File: config.mk
export PLATFORM = sky130hd
export DESIGN_NAME = player_action_encoder
export DESIGN_NICKNAME = d
export VERILOG_FILES = /design/src/rtl/game_pkg.sv /design/src/rtl/player_action_encoder_key_match.sv /design/src/rtl/player_action_encoder.sv
export SDC_FILE = /design/constraint.sdc
export NUM_CORES = 1
export LEC_CHECK = 0
export ABC_AREA = 0
export BUFFER_PORTS_ARGS = -buffer_cell sky130_fd_sc_hd__buf_2
export CAP_MARGIN = 40
export CORE_UTILIZATION = 44
export CTS_CLUSTER_DIAMETER = 150
export DETAILED_ROUTE_END_ITERATION = 6
export GPL_TIMING_DRIVEN = 0
export PLACE_DENSITY_LB_ADDON = 0.05
export SYNTH_ARGS = -nofsm -noshare
export SYNTH_HDL_FRONTEND = slang
export SYNTH_SLANG_ARGS = --single-unit
File: constraint.sdc
create_clock -name frame_clk -period 1.6 [get_ports frame_clk]
set_clock_uncertainty 0.05 [all_clocks]
set_input_delay 0.32 -clock frame_clk [delete_from_list [all_inputs] [get_ports frame_clk]]
set_output_delay 0.32 -clock frame_clk [all_outputs]
set_load 0.01 [all_outputs]
File: src/rtl/game_pkg.sv
// Shared game definitions: action FSM states, attack types, HID key codes
// and the frame-counter width used by the per-player action encoder.
package game_pkg;

    localparam int unsigned FRAME_CNT_W = 6;
    localparam int unsigned KEY_W       = 8;
    localparam int unsigned KEY_BYTES   = 4;
    localparam int unsigned KEYCODE_W   = KEY_W * KEY_BYTES;

    // HID usage codes
    localparam logic [KEY_W-1:0] KEY_NONE  = 8'h00;
    localparam logic [KEY_W-1:0] KEY_PUNCH = 8'h0D;
    localparam logic [KEY_W-1:0] KEY_KICK  = 8'h0E;
    localparam logic [KEY_W-1:0] KEY_BLOCK = 8'h0F;
    localparam logic [KEY_W-1:0] KEY_SHOOT = 8'h33;

    typedef enum logic [2:0] {
        IDLE,
        WINDUP,
        ACTIVE,
        RECOVER,
        WAIT_REL
    } action_state_t;

    typedef enum logic {
        ATK_PUNCH,
        ATK_KICK
    } attack_t;

    // True when any of the key bytes carries the given code; 8'h00 means "no key"
    function automatic logic key_in_word(input logic [KEYCODE_W-1:0] kc,
                                         input logic [KEY_W-1:0]     key);
        logic hit;
        hit = 1'b0;
        for (int i = 0; i < int'(KEY_BYTES); i++) begin
            if (key != KEY_NONE && kc[i*KEY_W +: KEY_W] == key) begin
                hit = 1'b1;
            end
        end
        return hit;
    endfunction

endpackage

File: src/rtl/player_action_encoder_key_match.sv
// Per-key detector: level "held" from the current keycode, and a one-frame
// "pressed" edge against the previous frame's held value.
module key_match
    import game_pkg::*;
#(
    parameter logic [KEY_W-1:0] KEY = KEY_PUNCH
) (
    input  logic                 frame_clk,
    input  logic                 Reset,
    input  logic [KEYCODE_W-1:0] keycode,
    output logic                 held,
    output logic                 pressed
);

    logic held_prev;

    assign held    = key_in_word(keycode, KEY);
    assign pressed = held & ~held_prev;

    // Previous-frame key level, updated every frame regardless of game state
    always_ff @(posedge frame_clk) begin
        if (Reset) begin
            held_prev <= 1'b0;
        end else begin
            held_prev <= held;
        end
    end

endmodule

File: src/rtl/player_action_encoder.sv
// Player action encoder: turns the raw 4-byte USB keycode into timed
// punch/kick attacks (wind-up, active, recovery), a block level, a shoot
// strobe and an animation move flag. One instance per player.
// Optional feature macro: COMBO_BUFFER_EN (one-deep attack buffer in RECOVER).
module player_action_encoder
    import game_pkg::*;
#(
    parameter logic [KEY_W-1:0] PUNCH_KEY  = KEY_PUNCH,
    parameter logic [KEY_W-1:0] KICK_KEY   = KEY_KICK,
    parameter logic [KEY_W-1:0] BLOCK_KEY  = KEY_BLOCK,
    parameter logic [KEY_W-1:0] SHOOT_KEY  = KEY_SHOOT,
    parameter int unsigned      WINDUP_FR  = 6,
    parameter int unsigned      ACTIVE_FR  = 10,
    parameter int unsigned      RECOVER_FR = 12
) (
    input  logic                 frame_clk,
    input  logic                 Reset,
    input  logic                 enable,
    input  logic [KEYCODE_W-1:0] keycode,
    output logic                 punch,
    output logic                 kick,
    output logic                 block,
    output logic                 shoot,
    output logic                 move,
    output logic                 busy
);

    localparam logic [FRAME_CNT_W-1:0] WINDUP_LAST  = FRAME_CNT_W'(WINDUP_FR - 1);
    localparam logic [FRAME_CNT_W-1:0] ACTIVE_LAST  = FRAME_CNT_W'(ACTIVE_FR - 1);
    localparam logic [FRAME_CNT_W-1:0] RECOVER_LAST = FRAME_CNT_W'(RECOVER_FR - 1);

    action_state_t          state;
    attack_t                atk;
    logic [FRAME_CNT_W-1:0] cnt;

    logic punch_held, punch_pressed;
    logic kick_held,  kick_pressed;
    logic block_held, block_pressed;
    logic shoot_held, shoot_pressed;

    logic    any_attack_pressed;
    logic    launch;
    attack_t edge_type;
    logic    latched_held;
    logic    combo_hit;
    attack_t combo_type;
    logic    unused_key_outs;

    key_match #(.KEY(PUNCH_KEY)) u_punch_key (
        .frame_clk (frame_clk),
        .Reset     (Reset),
        .keycode   (keycode),
        .held      (punch_held),
        .pressed   (punch_pressed)
    );

    key_match #(.KEY(KICK_KEY)) u_kick_key (
        .frame_clk (frame_clk),
        .Reset     (Reset),
        .keycode   (keycode),
        .held      (kick_held),
        .pressed   (kick_pressed)
    );

    key_match #(.KEY(BLOCK_KEY)) u_block_key (
        .frame_clk (frame_clk),
        .Reset     (Reset),
        .keycode   (keycode),
        .held      (block_held),
        .pressed   (block_pressed)
    );

    key_match #(.KEY(SHOOT_KEY)) u_shoot_key (
        .frame_clk (frame_clk),
        .Reset     (Reset),
        .keycode   (keycode),
        .held      (shoot_held),
        .pressed   (shoot_pressed)
    );

    // Block is a level and shoot is an edge, so their other detector outputs go unused
    assign unused_key_outs = block_pressed ^ shoot_held;

    // Attack request decode; kick wins when both edges land in the same frame
    assign any_attack_pressed = punch_pressed | kick_pressed;
    assign launch             = any_attack_pressed & ~block_held;
    assign edge_type          = kick_pressed ? ATK_KICK : ATK_PUNCH;
    assign latched_held       = (atk == ATK_KICK) ? kick_held : punch_held;

`ifdef COMBO_BUFFER_EN
    logic    buf_valid;
    attack_t buf_type;

    // One-deep capture of the first attack edge seen while recovering
    always_ff @(posedge frame_clk) begin
        if (Reset || !enable) begin
            buf_valid <= 1'b0;
            buf_type  <= ATK_PUNCH;
        end else if (state == RECOVER && cnt != RECOVER_LAST) begin
            if (!buf_valid && any_attack_pressed) begin
                buf_valid <= 1'b1;
                buf_type  <= edge_type;
            end
        end else begin
            buf_valid <= 1'b0;
        end
    end

    // An edge on the final recovery frame counts as buffered too
    assign combo_hit  = buf_valid | any_attack_pressed;
    assign combo_type = buf_valid ? buf_type : edge_type;
`else
    assign combo_hit  = 1'b0;
    assign combo_type = ATK_PUNCH;
`endif

    // Action FSM; outputs are registered to match the state being entered
    always_ff @(posedge frame_clk) begin
        punch <= 1'b0;
        kick  <= 1'b0;
        block <= 1'b0;
        shoot <= 1'b0;
        move  <= 1'b0;
        busy  <= 1'b0;

        if (Reset) begin
            state <= IDLE;
            cnt   <= '0;
            atk   <= ATK_PUNCH;
        end else if (!enable) begin
            state <= IDLE;
            cnt   <= '0;
        end else begin
            unique case (state)
                IDLE: begin
                    block <= block_held;
                    shoot <= shoot_pressed & ~block_held;
                    if (launch) begin
                        state <= WINDUP;
                        cnt   <= '0;
                        atk   <= edge_type;
                        move  <= 1'b1;
                        busy  <= 1'b1;
                    end
                end

                WINDUP: begin
                    move <= 1'b1;
                    busy <= 1'b1;
                    if (cnt == WINDUP_LAST) begin
                        state <= ACTIVE;
                        cnt   <= '0;
                        punch <= (atk == ATK_PUNCH);
                        kick  <= (atk == ATK_KICK);
                    end else begin
                        cnt <= cnt + 1'b1;
                    end
                end

                ACTIVE: begin
                    busy <= 1'b1;
                    if (cnt == ACTIVE_LAST) begin
                        state <= RECOVER;
                        cnt   <= '0;
                    end else begin
                        cnt   <= cnt + 1'b1;
                        move  <= 1'b1;
                        punch <= (atk == ATK_PUNCH);
                        kick  <= (atk == ATK_KICK);
                    end
                end

                RECOVER: begin
                    if (cnt == RECOVER_LAST) begin
                        cnt <= '0;
                        if (combo_hit) begin
                            state <= WINDUP;
                            atk   <= combo_type;
                            move  <= 1'b1;
                            busy  <= 1'b1;
                        end else if (latched_held) begin
                            state <= WAIT_REL;
                            busy  <= 1'b1;
                        end else begin
                            state <= IDLE;
                        end
                    end else begin
                        cnt  <= cnt + 1'b1;
                        busy <= 1'b1;
                    end
                end

                WAIT_REL: begin
                    if (latched_held) begin
                        busy <= 1'b1;
                    end else begin
                        state <= IDLE;
                        cnt   <= '0;
                    end
                end

                default: begin
                    state <= IDLE;
                    cnt   <= '0;
                end
            endcase
        end
    end

endmodule

==> results of run 1 <==
-- worst min path at each step --
| stage | slack (ns) | cells after the start | to | from |
|---|---|---|---|---|
| 6_report | 0.20 | 2 | u_kick_key.held_prev$_SDFF_PP0_ | Reset |
| 5_1_grt | 0.19 | 2 | u_kick_key.held_prev$_SDFF_PP0_ | Reset |
| 4_1_cts | 0.19 | 2 | u_kick_key.held_prev$_SDFF_PP0_ | Reset |
| 3_5_place_dp | 0.35 | 1 | shoot$_SDFF_PP0_ | u_shoot_key.held_prev$_SDFF_PP0_ |
| 3_3_place_gp | 0.35 | 1 | shoot$_SDFF_PP0_ | u_shoot_key.held_prev$_SDFF_PP0_ |
| 2_1_floorplan | 0.32 | 1 | shoot$_SDFF_PP0_ | u_shoot_key.held_prev$_SDFF_PP0_ |
-- logic make-up (layout without fill, tap and decap cells) --
group                      count (synthesis)  in the layout  synth area share [%]
and+or+nand+nor                           73             73                  38.1
AOI/OAI and AO/OA                         34             34                  23.9
DFF                                       19             19                  32.5
buffers and inverters                      5             56                  1.60
adders and majority gates                  2              2                  2.14
xor gates and xnor gates                   1              1                 0.748
muxes                                      1              1                 0.961
-- power breakdown --
group | leakage [nW] | total [mW] | internal (mW) | switching (mW)
clock | 0.0150 | 0.252 | 0.0972 | 0.155
sequential | 0.158 | 0.470 | 0.468 | 0.00205
combinational | 0.451 | 0.119 | 0.0598 | 0.0596
-- metrics by stage --
step           hold slack, ns  setup slack (ns)
3_3_place_gp            0.345            -0.326
6_report                0.198           -0.0448
3_5_place_dp            0.346            -0.363
2_1_floorplan           0.324           -0.0533
4_1_cts                 0.193           -0.0312
5_1_grt                 0.188           -0.0908
-- flip-flops by register name, summed over array words and instances (netlist names) --
name                   flops
atk                        1
block                      1
busy                       1
cnt                        6
kick                       1
move                       1
punch                      1
shoot                      1
state                      3
u_kick_key.held_prev       1
u_punch_key.held_prev      1
u_shoot_key.held_prev      1
-- worst register-to-register path, delay by kind of cell, from the launching register on --
kind            cells  cell delay (ns)
flops               1             0.37
compound gates      4             0.62
simple gates        2             0.51
-- metal layers --
metal	track usage, %	up-vias	share of wire, %
met3	1.98	5	3.7
met1	25.6	569	42
met5	0	-	0
met2	42.3	47	52
li1	-	632	-
met4	11.4	0	1.6
-- cell type report --
class,instances,area share (%)
buffer,2,0.606
clock buffer,4,1.59
inverter,3,0.682
multi-input combinational,111,55.0
sequential,19,24.2
tap,30,2.27
timing repair buffer,47,15.7
-- cell usage after synthesis, drive strengths merged (2+ instances only) --
cell type / count / area (um^2)
a32oi: 2 / 25.0
nand2b: 3 / 18.8
inv: 3 / 11.3
nor2: 13 / 48.8
ha: 2 / 25.0
clkbuf: 2 / 7.51
a21oi: 4 / 23.8
nand2: 14 / 52.6
dfxtp: 19 / 380
and3: 3 / 18.8
nand4: 6 / 37.5
or2: 2 / 12.5
nand3: 7 / 35.0
a31oi: 4 / 31.3
nand4b: 3 / 26.3
and4bb: 5 / 70.1
o22ai: 3 / 25.0
nor3: 5 / 25.0
a2111oi: 2 / 17.5
nor4b: 5 / 50.0
o21ai: 7 / 38.8
nor2b: 3 / 18.8
a21o: 3 / 22.5
-- timing repair --
item	CTS	global route
endpoints found under the setup margin	8	12
setup buffers	3	4
pin swaps	2	7
resized for setup	11	26
gates cloned	0	0
==> results.tsv, run 1 <==
stage	metric	value	unit
setup_path	cp.buffers_inverters	0	
floorplanning	die-area	0.00287	mm^2
setup_path	crit_path_start	cnt[5]$_SDFFE_PP0P_	
routing	drc	0	
grt	grt_max_degree	11	
synthesis	netlist_instances	135	
pwr	finalPower	0.842	mW
floorplanning	pin_count	41	
setup_path	cp.depth	6	
routing	ant_nets	0	
floorplanning	row_count	18	
setup_path	endpoint	cnt[2]$_SDFFE_PP0P_	
grt	grt_pass1_wl	4730	um
floorplanning	fp.dieW	53.6	um
finish	final_common_cell	buf_2	
setup_path	critPathKind	reg2reg	
sta	fmax	608	MHz
placed_design	io_buffers	40	
clock_tree	clock_insertion_delay_worst_skew	0.30	ns
clock_tree	root_buffer	clkbuf_4	
finish	fill_cells	216	
sta	hold_violations	0	
grt	antenna_found_initial	0	
setup_path	endpoint_kind	flip-flop	
setup_path	cp_slowest_cell	dfxtp_4	
finish	area_growth	41.0	%
setup_path	timing.rr.start	cnt[5]$_SDFFE_PP0P_	
pwr	leakagePower	0.624	nW
finish	register_area	399	um^2
routing	dr_total_vias	1253	
setup_path	path_cells	nor4b_4, nand3_1, o311a_1, o21ai_4, a21o_1, o21ai_1	
placed_design	gp_congestion	0.799	
synthesis	synth_fp_nets	172	
grt	grt_pass1_vias	1130	
setup_path	cp.arrival	1.80	ns
routing	viasPerCell	5.80	
pwr	powerDensity	510	mW/mm^2
finish	final_cell_mix	buf_2, nand2_1, nor2_1, dfxtp_1, buf_4	
finish	final_cells	216	
synthesis	ys_seq_area_share	32.5	%
sta	post-route-min-period	1.64	ns
sta	relSlewSlack	70.3	%
routing	wl_per_cell	14.0	um
synthesis	syn_area_per_cell	8.67	um^2
floorplanning	die_h	53.6	um
finish	fin_util	66.1	%
finish	fin_nets	224	
clock_tree	clockBufferDepth	2	
sta	postLayoutSetupSlackWorst	-0.0448	ns
sta	post-route-period-util	103	%
placed_design	hpwl	2230	um
clock_tree	ctsHtreeMaxLevel	1	
floorplanning	core	0.00250	mm^2
sta	tightest_slew	0.446	ns
clock_tree	tritoncts	built	
clock_tree	clkTransAtPathRegs	0.11	ns
sta	tns	-0.127	ns
setup_path	r2r-end	cnt[2]$_SDFFE_PP0P_	
setup_path	worstSetupStartpointType	flip-flop	
setup_path	rrSetupSlack	-0.04	ns
finish	multi_input_area	908	um^2
status	status	finished, violations left	
clock_tree	cts_sinks	19	
grt	grt_use_total	22.8	%
synthesis	ys_types	46	
sta	setup_viol	4	
flow_run	maxCapViolCount	0	
pwr	vdd_drop_max	0.329	mV
setup_path	reg2regPathDepth	6	
sta	rsz0062_at_grt	yes	
synthesis	synth_seq_cells	19	
synthesis	async_flop_share	0	%
setup_path	cp_top_family	compound AO/OA/AOI/OAI gates	
finish	drive_gt1_share	46.2	%
clock_tree	ctsHoldBuffers	0	
finish	n_antenna_cell	0	
synthesis	synth-edff-count	0	
synthesis	synth_warnings	0	
placed_design	placedCellCount	205	
status	failed_checks	negative setup slack	
setup_path	crit_required	1.75	ns
hold_path	hp-class	in2reg	
setup_path	slowest_delay	0.37	ns
routing	wl	3030	um
placed_design	placed_cell_area	0.00142	mm^2
synthesis	synthFlopType	dfxtp_1	
routing	drt-pass1-iter-count	4	
synthesis	syn_area	0.00117	mm^2
setup_path	path_max_fanout	6	
floorplanning	start_util	46.8	%
finish	finalInstanceArea	0.00165	mm^2
grt	overflow	0	
routing	drt_iter0_drc	41	
sta	maxSlewViolCount	0	
clock_tree	cts_buffers	3	
Note: power is estimated with default switching activity, not from simulation.
==> inputs of run 2 (changes only) <==
CAP_MARGIN = 20   (was 40)
CELL_PAD_IN_SITES_DETAIL_PLACEMENT = 0   (was unset)
CELL_PAD_IN_SITES_GLOBAL_PLACEMENT = 2   (was unset)
CORE_UTILIZATION = 25   (was 44)
SKIP_CTS_REPAIR_TIMING = 1   (was unset)
==> run 2 against run 1 <==
Net effect: the flow still finishes with violations (negative setup slack); utilization is 29 points lower; via count about the same; first-iteration DRC count is 32% higher; critical path type is now in2reg; critical endpoint unchanged; largest cell class unchanged; highest routed layer unchanged.
==> results.tsv, run 2 (same netlist as run 1, synthesis figures left out) <==
stage	metric	value	unit	change
status	status	finished, violations left		unchanged
setup_path	cp_slowest_cell	mux2_4		was dfxtp_4
routing	drt_iter0_drc	54		was 41
finish	fin_util	37.1	%	was 66.1%
pwr	switchingPower	0.233	mW	was 0.216 mW
floorplanning	die_h	70.4	um	was 53.6 um
clock_tree	tritoncts	built		unchanged
grt	grt_use_total	13.6	%	was 22.8%
placed_design	placedCellCount	227		was 205
clock_tree	clkTransAtPathRegs	0.08	ns	was 0.11 ns
floorplanning	row_count	24		was 18
pwr	clockPowerShare	36.8	%	was 29.9%
sta	post-route-period-util	109	%	was 103%
routing	drc	0		unchanged
finish	drive_gt1_share	43.2	%	was 46.2%
routing	drt-pass1-iter-count	4		unchanged
grt	grt_pass1_wl	5350	um	was 4730 um
setup_path	path_max_fanout	6		unchanged
status	failed_checks	negative setup slack		unchanged
finish	n_antenna_cell	0		unchanged
setup_path	critPathKind	in2reg		was reg2reg
finish	final_cells	237		was 216
finish	largest_reg_flops	6		unchanged
finish	largestRegisters	cnt x6, state x3		unchanged
setup_path	endpoint_kind	flip-flop		unchanged
routing	dr_total_vias	1252		was 1253
pwr	power_frac_seq	50.3	%	was 55.9%
clock_tree	root_buffer	clkbuf_8		was clkbuf_4
clock_tree	cts_buffers	3		unchanged
floorplanning	die-area	0.00496	mm^2	was 0.00287 mm^2
finish	fill_cells	480		was 216
sta	fmax	576	MHz	was 608 MHz
sta	post-route-min-period	1.74	ns	was 1.64 ns
pwr	powerDensity	577	mW/mm^2	was 510 mW/mm^2
finish	final_common_cell	buf_2		unchanged
routing	ant_nets	0		unchanged
placed_design	hpwl	2690	um	was 2230 um
placed_design	placed_cell_area	0.00145	mm^2	was 0.00142 mm^2
grt	grt_pass1_vias	1117		was 1130
floorplanning	fp.dieW	70.4	um	was 53.6 um
clock_tree	clockBufferDepth	2		unchanged
pwr	internal_power	0.712	mW	was 0.625 mW
setup_path	slowest_delay	0.31	ns	was 0.37 ns
finish	fin_nets	223		was 224
sta	tightest_slew	0.548	ns	was 0.446 ns
sta	relSlewSlack	63.4	%	was 70.3%
clock_tree	clock_insertion_delay_worst_skew	0.26	ns	was 0.30 ns
grt	antenna_found_initial	0		unchanged
routing	wl	3390	um	was 3030 um
routing	viasPerCell	5.28		was 5.80
setup_path	path_cells	buf_2, and4bb_4, buf_4, a32oi_2, a31oi_2, o21a_1, mux2_4, o21ai_1		was nor4b_4, nand3_1, o311a_1, o21ai_4, a21o_1, o21ai_1
floorplanning	core	0.00441	mm^2	was 0.00250 mm^2
sta	setup_viol	10		was 4
sta	maxSlewViolCount	0		unchanged
sta	tns	-0.955	ns	was -0.127 ns
hold_path	hp-class	in2reg		unchanged
grt	overflow	0		unchanged
sta	postLayoutSetupSlackWorst	-0.138	ns	was -0.0448 ns
sta	holdWs	0.250	ns	was 0.198 ns
floorplanning	pin_count	41		unchanged
finish	regMostFlops	cnt		unchanged
finish	finalInstanceArea	0.00164	mm^2	was 0.00165 mm^2
pwr	leakagePower	0.617	nW	was 0.624 nW
grt	grt_max_degree	13		was 11
pwr	vdd_drop_max	0.502	mV	was 0.329 mV
setup_path	crit_required	1.73	ns	was 1.75 ns
routing	wl_per_cell	14.3	um	was 14.0 um
finish	multi_input_area	850	um^2	was 908 um^2
finish	register_area	389	um^2	was 399 um^2
finish	area_growth	39.7	%	was 41.0%
flow_run	maxCapViolCount	0		unchanged
setup_path	cp.arrival	1.87	ns	was 1.80 ns
floorplanning	start_util	26.5	%	was 46.8%
placed_design	io_buffers	40		unchanged
placed_design	gp_congestion	0.714		was 0.799
pwr	pwr-share-comb	12.9	%	was 14.2%
sta	hold_violations	0		unchanged
sta	rsz0062_at_grt	yes		unchanged
pwr	swShare	24.6	%	was 25.7%
finish	final_cell_mix	buf_2, nand2_1, dfxtp_1, nor2_1, nand3_1		was buf_2, nand2_1, nor2_1, dfxtp_1, buf_4
clock_tree	ctsHtreeMaxLevel	1		unchanged
clock_tree	cts_sinks	19		unchanged
setup_path	worstSetupStartpointType	input pin		was flip-flop
-- run 2: path summary, 6_finish.rpt --
path / cells past startpoint / end / from / slack (ns)
setup / recovery: 8 / cnt[2]$_SDFFE_PP0P_ / keycode[3] / -0.14
hold / removal: 2 / u_punch_key.held_prev$_SDFF_PP0_ / Reset / 0.25
setup reg to reg: 6 / cnt[2]$_SDFFE_PP0P_ / cnt[4]$_SDFFE_PP0P_ / -0.05
hold reg to reg: 1 / shoot$_SDFF_PP0_ / u_shoot_key.held_prev$_SDFF_PP0_ / 0.35
-- run 2: stage by stage --
stage	setup slack [ns]	total power [mW]
2_1_floorplan	-0.0533	0.533
3_3_place_gp	-0.374	0.595
3_5_place_dp	-0.386	0.597
4_1_cts	-0.403	0.949
5_1_grt	-0.165	0.992
6_report	-0.138	0.944
-- run 2: critical path: cells and delay by family --
family	cells	cell delay, ns
compound gates	4	0.80
buf+inv	2	0.24
mux	1	0.31
simple gates	1	0.20
-- run 2: layer usage --
metal | part of all wire [%] | GRT usage, %
met1 | 48 | 18.2
met2 | 49 | 22.9
met5 | 0 | 0
met3 | 2.7 | 3.46
met4 | 0.41 | 1.33
-- run 2: power groups by stage --
stage / logic [mW] / registers [mW] / clock network [mW]
2_1_floorplan: 0.0454 / 0.488 / 0
3_3_place_gp: 0.107 / 0.487 / 0
3_5_place_dp: 0.110 / 0.487 / 0
4_1_cts: 0.110 / 0.476 / 0.363
5_1_grt: 0.133 / 0.475 / 0.384
6_report: 0.122 / 0.475 / 0.347
-- run 2: area by class of cell --
class,instances,area share [%]
Buffer,2,0.535
Clock buffer,3,2.52
Clock inverter,1,0.459
Inverter,3,0.688
Multi-Input combinational cell,111,51.9
Sequential cell,19,23.8
Tap cell,52,3.98
Timing Repair Buffer,46,16.1
==> inputs of run 3 (changes only) <==
CORE_UTILIZATION = 30   (was 25)
clock period = 2.1 ns   (was 1.6 ns; I/O delays follow)
==> run 3 against run 2 <==
Net effect: the flow now finishes without violations; utilization increased by 2.8 points; highest routed layer unchanged; combinational power decreased by 33%; largest cell class unchanged; sequential cell count unchanged; sequential share of layout area increased by 1.9 points; first-iteration DRC count decreased by 43%.
==> results.tsv, run 3 (same netlist as run 1, synthesis figures left out) <==
stage	metric	value	unit	change
status	status	finished clean		was finished, violations left
finish	largest_reg_flops	6		unchanged
floorplanning	row_count	22		was 24
floorplanning	core	0.00372	mm^2	was 0.00441 mm^2
finish	final_cell_mix	buf_2, dfxtp_1, nand2_1, nor2_1, nand3_1		was buf_2, nand2_1, dfxtp_1, nor2_1, nand3_1
grt	antenna_found_initial	0		unchanged
routing	drt_iter0_drc	31		was 54
routing	wl_per_cell	13.0	um	was 14.3 um
finish	final_cells	227		was 237
sta	post-route-period-util	87.1	%	
sta	tns	0	ns	was -0.955 ns
sta	holdWs	0.342	ns	was 0.250 ns
setup_path	critPathKind	reg2reg		was in2reg
sta	hold_violations	0		unchanged
finish	fill_cells	405		was 480
floorplanning	die-area	0.00416	mm^2	was 0.00496 mm^2
flow_run	maxCapViolCount	0		unchanged
routing	wl	2950	um	was 3390 um
finish	register_area	380	um^2	was 389 um^2
clock_tree	clkTransAtPathRegs	0.07	ns	was 0.08 ns
grt	grt_pass1_wl	4870	um	was 5350 um
routing	ant_nets	0		unchanged
setup_path	worstSetupStartpointType	flip-flop		was input pin
sta	fmax	547	MHz	
clock_tree	tritoncts	built		unchanged
hold_path	hp-class	reg2reg		was in2reg
setup_path	path_max_fanout	7		was 6
finish	n_antenna_cell	0		unchanged
finish	fin_nets	217		was 223
placed_design	placed_cell_area	0.00143	mm^2	was 0.00145 mm^2
placed_design	gp_congestion	0.812		was 0.714
pwr	finalPower	0.704	mW	was 0.944 mW
placed_design	hpwl	2430	um	was 2690 um
setup_path	endpoint_kind	flip-flop		unchanged
finish	largestRegisters	cnt x6, state x3		unchanged
sta	setup_viol	0		was 10
floorplanning	pin_count	41		unchanged
floorplanning	start_util	31.5	%	was 26.5%
sta	maxSlewViolCount	0		unchanged
finish	drive_gt1_share	31.3	%	was 43.2%
clock_tree	clock_insertion_delay_worst_skew	0.26	ns	about the same
finish	finalInstanceArea	0.00148	mm^2	was 0.00164 mm^2
routing	drt-pass1-iter-count	4		unchanged
sta	relSlewSlack	51.4	%	was 63.4%
routing	drc	0		unchanged
routing	dr_total_vias	1220		was 1252
clock_tree	cts_buffers	3		unchanged
pwr	powerDensity	476	mW/mm^2	was 577 mW/mm^2
routing	viasPerCell	5.37		was 5.28
grt	grt_pass1_vias	1141		was 1117
finish	final_common_cell	buf_2		unchanged
pwr	vdd_drop_max	0.198	mV	was 0.502 mV
grt	grt_max_degree	11		was 13
sta	post-route-min-period	1.83	ns	
setup_path	cp.arrival	1.93	ns	was 1.87 ns
clock_tree	root_buffer	clkbuf_8		unchanged
floorplanning	die_h	64.5	um	was 70.4 um
placed_design	io_buffers	40		unchanged
floorplanning	fp.dieW	64.5	um	was 70.4 um
placed_design	placedCellCount	223		was 227
setup_path	crit_required	2.20	ns	was 1.73 ns
finish	regMostFlops	cnt		unchanged
clock_tree	ctsHtreeMaxLevel	1		unchanged
sta	tightest_slew	0.723	ns	was 0.548 ns
clock_tree	clockBufferDepth	2		unchanged
clock_tree	cts_sinks	19		unchanged
sta	rsz0062_at_grt	no		was yes
finish	multi_input_area	776	um^2	was 850 um^2
grt	overflow	0		unchanged
finish	area_growth	26.4	%	was 39.7%
pwr	leakagePower	0.562	nW	was 0.617 nW
grt	grt_use_total	15.1	%	was 13.6%
==> run 3: cell count changes in the layout (fill, tap and decap cells not counted), sizes merged <==
cell,previous run,this run
buf,46,40
clkinvlp,1,0
clkbuf,5,6
==> run 3: final timing paths <==
path                            cells after the start                             start             endpoint  slack, ns
worst max-delay path                                6               cnt[3]$_SDFFE_PP0P_  cnt[3]$_SDFFE_PP0P_       0.27
worst min-delay path                                1  u_shoot_key.held_prev$_SDFF_PP0_     shoot$_SDFF_PP0_       0.34
worst max register to register                      6               cnt[3]$_SDFFE_PP0P_  cnt[3]$_SDFFE_PP0P_       0.27
worst min register to register                      1  u_shoot_key.held_prev$_SDFF_PP0_     shoot$_SDFF_PP0_       0.34
==> run 3: area by class of cell <==
cell class | count | share of cell area, %
multi-input combinational | 111 | 52.4
sequential | 19 | 25.7
timing repair buffer | 40 | 13.5
tap | 48 | 4.06
clock buffer | 4 | 3.04
inverter | 3 | 0.761
buffer | 2 | 0.507
==> run 3: where the power goes <==
part / leakage, nW / switching [mW] / internal, mW / total, mW
logic: 0.386 / 0.0403 / 0.0413 / 0.0816
registers: 0.153 / 0.00123 / 0.362 / 0.363
clock network: 0.0228 / 0.124 / 0.135 / 0.259
total: 0.562 / 0.166 / 0.538 / 0.704
==> run 3: critical path, stage by stage, from the launching register on <==
cell and delay [ns]:
dfxtp_1 0.43, nor4b_2 0.38, nand3_1 0.17, o311a_1 0.20
o21ai_2 0.32, a21o_1 0.12, o21ai_1 0.05
==> run 3: per-layer routing <==
| layer | up-vias | routed length, um | track usage [%] |
|---|---|---|---|
| li1 | 616 | - | - |
| met1 | 567 | 1310 | 16.6 |
| met2 | 33 | 1490 | 28.6 |
| met3 | 4 | 120 | 3.70 |
| met4 | 0 | 27 | 4.17 |
| met5 | - | 0 | 0 |
==> run 3: stage by stage <==
stage | worst slack, ns | util [%]
floorplan | 0.299 | -
detailed placement | -0.00946 | 38.5
global route | 0.136 | 39.8
finish | 0.271 | 39.8
global placement | 0.0303 | 38.5
CTS | 0.110 | 39.7
